==> src/rtl/serial_frame_tx.sv <==
// ---------------------------------------------------------------------------
// serial_frame_tx
//
// Purpose:
//    Parallel-to-serial UART-style frame transmitter. One accepted byte is sent
//    as a frame: start bit (0), eight data bits LSB first, an optional
//    even-parity bit, and a stop bit (1). Every bit is held on the line for
//    CLKS_PER_BIT clock cycles. done pulses for one cycle in the first idle
//    cycle after the stop bit. A new byte can be accepted in that same cycle,
//    so back-to-back frames have exactly one idle-high cycle between them.
//
// Parameters:
//    CLKS_PER_BIT  clock cycles per serial bit, legal range 2..255
//    PARITY_EN     1 = insert an even-parity bit after the data, 0 = no parity
//
// Ports:
//    clk       in   single clock, rising-edge active
//    rst       in   asynchronous, active-high reset
//    tx_data   in   [7:0] byte to transmit
//    tx_valid  in   tx_data is offered for transmission
//    tx_ready  out  block can accept a byte this cycle (IDLE only)
//    txd       out  serial line, idle-high, driven straight from a flop
//    busy      out  a frame is in progress
//    done      out  one-cycle pulse in the first IDLE cycle after a frame
// ---------------------------------------------------------------------------
module serial_frame_tx #(
   parameter int CLKS_PER_BIT = 4,
   parameter int PARITY_EN    = 1
) (
   input  logic       clk,
   input  logic       rst,
   input  logic [7:0] tx_data,
   input  logic       tx_valid,
   output logic       tx_ready,
   output logic       txd,
   output logic       busy,
   output logic       done
);

   typedef enum logic [2:0] {
      IDLE,
      START,
      DATA,
      PARITY,
      STOP
   } state_t;

   localparam logic [7:0] LAST_CNT = 8'(CLKS_PER_BIT - 1);

   state_t     state_q, state_d;
   logic [7:0] cnt_q, cnt_d;
   logic [2:0] idx_q, idx_d;
   logic [7:0] shift_q, shift_d;
   logic       parity_q, parity_d;
   logic       txd_q, txd_d;
   logic       done_q, done_d;
   logic       bit_end;

   // The last cycle of the current bit; every non-IDLE state advances here.
   assign bit_end = (cnt_q == LAST_CNT);

   // State register.
   always_ff @(posedge clk or posedge rst) begin
      if (rst) begin
         state_q <= IDLE;
      end else begin
         state_q <= state_d;
      end
   end

   // Next-state logic. DATA leaves only after bit index 7 has been held for a
   // full bit time, so the 3-bit index never wraps into a ninth data bit.
   always_comb begin
      state_d = state_q;
      case (state_q)
         IDLE: begin
            if (tx_valid) begin
               state_d = START;
            end
         end
         START: begin
            if (bit_end) begin
               state_d = DATA;
            end
         end
         DATA: begin
            if (bit_end && (idx_q == 3'd7)) begin
               state_d = (PARITY_EN != 0) ? PARITY : STOP;
            end
         end
         PARITY: begin
            if (bit_end) begin
               state_d = STOP;
            end
         end
         STOP: begin
            if (bit_end) begin
               state_d = IDLE;
            end
         end
         default: begin
            state_d = IDLE;
         end
      endcase
   end

   // Datapath registers: bit-time counter, data bit index, shift register,
   // latched parity, and the registered line and done outputs.
   always_ff @(posedge clk or posedge rst) begin
      if (rst) begin
         cnt_q    <= 8'd0;
         idx_q    <= 3'd0;
         shift_q  <= 8'd0;
         parity_q <= 1'b0;
         txd_q    <= 1'b1;
         done_q   <= 1'b0;
      end else begin
         cnt_q    <= cnt_d;
         idx_q    <= idx_d;
         shift_q  <= shift_d;
         parity_q <= parity_d;
         txd_q    <= txd_d;
         done_q   <= done_d;
      end
   end

   // Datapath next values. The byte and its parity are captured only while
   // IDLE, so tx_data/tx_valid activity during a frame is ignored. Parity is
   // taken at accept time because the shift register is consumed as bits go.
   always_comb begin
      cnt_d    = cnt_q;
      idx_d    = idx_q;
      shift_d  = shift_q;
      parity_d = parity_q;
      if (state_q == IDLE) begin
         cnt_d = 8'd0;
         idx_d = 3'd0;
         if (tx_valid) begin
            shift_d  = tx_data;
            parity_d = ^tx_data;
         end
      end else if (bit_end) begin
         cnt_d = 8'd0;
         if (state_q == DATA) begin
            idx_d   = idx_q + 3'd1;
            shift_d = {1'b0, shift_q[7:1]};
         end
      end else begin
         cnt_d = cnt_q + 8'd1;
      end
   end

   // Output logic. txd is precomputed from the next state so the line flop
   // already shows the new bit in the first cycle of each state; this keeps
   // txd a pure register output with no input-to-output combinational path.
   always_comb begin
      tx_ready = (state_q == IDLE);
      busy     = (state_q != IDLE);
      done_d   = (state_q == STOP) && bit_end;
      case (state_d)
         START:   txd_d = 1'b0;
         DATA:    txd_d = shift_d[0];
         PARITY:  txd_d = parity_d;
         default: txd_d = 1'b1;
      endcase
   end

   assign txd  = txd_q;
   assign done = done_q;

endmodule

==> config.mk <==
export PLATFORM = sky130hd
export DESIGN_NAME = serial_frame_tx
export DESIGN_NICKNAME = d
export VERILOG_FILES = /design/src/rtl/serial_frame_tx.sv
export SDC_FILE = /design/constraint.sdc
export NUM_CORES = 1
export LEC_CHECK = 0
export CORE_UTILIZATION = 58
export CTS_CLUSTER_DIAMETER = 200
export DETAILED_ROUTE_END_ITERATION = 10
export PLACE_DENSITY = 0.91
export SYNTH_ARGS = -nofsm -noshare
export SYNTH_HDL_FRONTEND = slang
export SYNTH_SLANG_ARGS = --single-unit
==> constraint.sdc <==
create_clock -name clk -period 3.4 [get_ports clk]
set_clock_uncertainty 0.1 [all_clocks]
set_input_delay 1.02 -clock clk [delete_from_list [all_inputs] [get_ports clk]]
set_output_delay 1.02 -clock clk [all_outputs]
set_load 0.03 [all_outputs]
After elaboration in Yosys (flattened, before gate mapping). Index checks and enable logic that the tools add are counted.

Bits in registers: 25. Word-level logic and storage cells: 47.

$add $sub $neg: 2. Eq/ne operators: 10. Mux-type cells: 18. Reductions and logical operators: 9.

Operator list (number): two-way mux 8 bit (6); two-way mux 3 bit (8); one-hot mux 3 bit (5 select lines) (1); equality test 3 x 2 -> 1 bit, second input constant (4); adder 8 x 1 -> 8 bit, second input constant (1); equality test 8 x 2 -> 1 bit, second input constant (1); parity 8 bit (1); equality test 3 x 1 -> 1 bit, second input constant (2); equality test 3 bit, second input constant (2); nonzero test 2 bit (2); adder 3 x 1 -> 3 bit, second input constant (1); zero test 3 bit (1); one-hot mux 1 bit (3 select lines) (1); AND reduction 3 bit (1); nonzero test 3 bit (1); logical AND 1 bit (2); two-way mux 1 bit (2); inequality test 2 bit, second input constant (1); AND reduction 2 bit (1).

Longest topological paths before layout.
Word-level depth: 6. Gate-level depth with buffers: 6. Depth with buffers taken out: 5.

Worst setup path after synthesis. No wires, ideal clock.

Path type: reg-to-output. From: reg state_q[1]. To: out tx_ready. Data arrival time: 1.205 ns. Data required time: 2.280 ns. Path slack: 1.075 ns. Stages on the path, launching flop included: 3. Cells stage by stage: dfrtp_1 > or3_1 > inv_1.

Longest elaborated chain between the ends: 1.

RTL lines: start: declaration (RTL line 50) `state_t state_q, state_d;`; start signal: assignment (RTL line 67) `state_q <= state_d;`; zero test 3 bit (RTL line 157) `tx_ready = (state_q == IDLE);`; end: declaration (RTL line 34) `output logic tx_ready,`.

Every way passes these cells.

Worst setup path in the final report.
From: reg state_q[0]. To: out tx_ready.

Same word-level chain as after synthesis.

==> out/qor.csv <==
metric;value;unit
synthArstFlopShare;1.00;
worst_pin_slew;0.751;ns
post_synthesis_share_of_cell_area_spent_on_and_or_nand_and_nor_gates;0.198;
max_clock_freq;316;MHz
synth_enable_flop_cells;0;
drive_above_1_share;0.0870;
post_cts_buffers;0;
route.vias.total;999;
layout_min_cycle_time;3.16;ns
layout.nets;153;
via_density;6.05;
preCtsSetupSlack;0.564;ns
global_route.overflow_total;0;
cap_violations;0;
num-fill-cells;142;
synthCells;122;
die_height;49.3;um
antenna_found_initial;0;
initial_utilization;0.637;
placed_area;1470;um^2
timing.critical_path.to_type;primary output;
clock_latency;0.31;ns
fin_ws;0.238;ns
std_cell_rows;16;
vdd_ir_drop_max;0.385;mV
grt_start_max_net_pins;26;
timing.critical_path.from_type;flip-flop;
timing.final.hold_violations;0;
yosys_warnings;0;
outcome;finished clean;
fp.dieArea;2430;um^2
port_buffers;14;
detail-route-antenna-nets;0;
post-route-cell-area;1490;um^2
postLayoutCoreUtil;0.730;
timing.critical_path.arrival;2.04;ns
drt_iter0_markers;25;
synth.yosys.seq_area_share;0.482;
finalWeightedCongestion;0.846;
drc;0;
post_synth_cell_types;40;
route.detailed.wl_per_inst;15.4;um
total_routed_length;2.54;mm
clk_pin_slew_worst_paths;0.13;ns
synth_nets;136;
post_synth_mux_area_share;0.00866;
cts.repair.resized;0;
synth-compound-area-share;0.167;
power.density_cell_area;720;nW/um^2
hold_path_class;reg2reg;
critPathMaxFanout;11;
synth_adder_area_share;0.0289;
synthFlopType;sky130_fd_sc_hd__dfrtp_1;
ys_ff_latch;25;
cts.sink_count;25;
synth_top_family_by_area;simple AND/OR/NAND/NOR gates;
tritoncts;built;
regToRegSetupSlack;0.99;ns
number_of_max_slew_violations_in_the_final_report;0;
clockBufferDepth;2;
report.final.setup_viol;0;
timing_worst_setup_path_type;reg2out;
xor_xnor_share_of_the_synthesized_area;0.0876;
ff_latch_area;627;um^2
synth.cell_area;1300;um^2
maxSlewHeadroom;0.496;
fin_crit_sh;0.930;
coreArea;2040;um^2
critical_path.cell_chain;or3_1 > inv_1 > clkdlybuf4s50_1;
area_growth;14.7;%
worst_ep_required_time;2.28;ns
cp_max_stage_cell;sky130_fd_sc_hd__clkdlybuf4s50_1;
number_of_global_route_vias_before_repair;972;
cts_buffers;3;
dp.final_hpwl;1.93;mm
wire_length_of_the_first_global_routing_pass;4.42;mm
avgSynthCellArea;10.7;um^2
dr.pass1.iters;4;
cpPeakStageDelay;0.68;ns
antenna_cells_inserted;0;
grt_usage;0.239;
die_width;49.3;um
leakagePower;0.678;nW
hold_buffers;0;
cts_root_buffer;sky130_fd_sc_hd__clkbuf_4;
setup-tns-final;0;ns
footprint_of_the_multi_input_gates;638;um^2
ios;15;
htreeDepth;1;
rsz0062_at_grt;no;
==> state kept, by name, indices dropped and copies added, names as in the netlist <==
name / cells
cnt_q: 8
shift_q: 8
idx_q: 3
state_q: 3
done: 1
parity_q: 1
txd: 1
==> cell usage after synthesis (all sizes together) (2+ instances only) <==
library cell   n  area share
a211oi         2       0.012
a21o           5       0.029
a21oi          2      0.0077
a22o           5       0.034
a22oi          2       0.012
a311oi         2       0.013
and3           3       0.014
buf            2      0.0096
dfrtp         24        0.46
ha             3       0.029
inv            4       0.012
nand2          6       0.017
nand3          6       0.023
nor2          12       0.035
nor3           3       0.012
o21ai          3       0.012
o2bb2ai        2       0.013
or3            4       0.019
or4b           2       0.018
xnor2          8       0.054
xor2           5       0.034
==> report_power, final <==
group          internal [mW]  leakage (nW)  total, mW  switching [mW]
sequential             0.399         0.323      0.488          0.0890
combinational          0.198         0.340      0.453           0.255
clock                 0.0459        0.0150      0.132          0.0864
==> final timing paths <==
check                                       startpoint                      to  cells past startpoint
max in group asynchronous                          rst           txd$_DFF_PP1_                      3
worst max-delay path              state_q[0]$_DFF_PP0_                tx_ready                      3
worst min register to register  shift_q[2]$_DFFE_PP0P_  shift_q[2]$_DFFE_PP0P_                      1
worst max register to register      cnt_q[0]$_DFF_PP0_  shift_q[3]$_DFFE_PP0P_                      5
worst min-delay path            shift_q[2]$_DFFE_PP0P_  shift_q[2]$_DFFE_PP0P_                      1
min in group asynchronous                          rst  shift_q[1]$_DFFE_PP0P_                      3
==> placed cells by master (no fill, tap or decap), types with 4 or more instances in the layout <==
| cell type | instances |
|---|---|
| sky130_fd_sc_hd__nand3_1 | 6 |
| sky130_fd_sc_hd__nand2_1 | 6 |
| sky130_fd_sc_hd__a22o_1 | 5 |
| sky130_fd_sc_hd__xnor2_1 | 8 |
| sky130_fd_sc_hd__inv_1 | 4 |
| sky130_fd_sc_hd__a21o_1 | 5 |
| sky130_fd_sc_hd__xor2_1 | 5 |
| sky130_fd_sc_hd__nor2_1 | 12 |
| sky130_fd_sc_hd__or3_1 | 4 |
| sky130_fd_sc_hd__dfrtp_1 | 24 |
| sky130_fd_sc_hd__clkdlybuf4s50_1 | 14 |
==> cell families (layout without fill, tap and decap cells) <==
| family | after synthesis | after routing |
|---|---|---|
| simple gates | 44 | 44 |
| compound gates | 28 | 28 |
| flops | 25 | 25 |
| xor+xnor | 13 | 13 |
| buf+inv | 8 | 24 |
| fa+ha+maj | 3 | 3 |
| mux | 1 | 1 |
==> critical path, delay by kind of cell (launching register included) <==
family / cells / cell delay, ns
buf+inv: 2 / 0.77
flops: 1 / 0.50
simple gates: 1 / 0.46
==> area by class of cell <==
cell class,count,area share
clock buffer,4,0.0176
inverter,5,0.0126
multi-input combinational,89,0.428
sequential,25,0.420
tap,27,0.0227
timing repair buffer,15,0.0990
==> through the flow <==
stage          hold slack [ns]  cells  power (mW)
2_1_floorplan            0.343    122       0.809
3_3_place_gp             0.362    161       0.918
3_5_place_dp             0.366    161       0.941
4_1_cts                  0.396    165        1.07
5_1_grt                  0.428    165        1.15
6_report                 0.395    165        1.07
==> layer usage <==
metal	track usage	wire, um	up-vias
met5	0	0	-
met2	0.390	1300	36
li1	-	-	481
met4	0.0833	18	0
met3	0.0467	107	2
met1	0.314	1110	480
(Power assumes the default switching activity.)
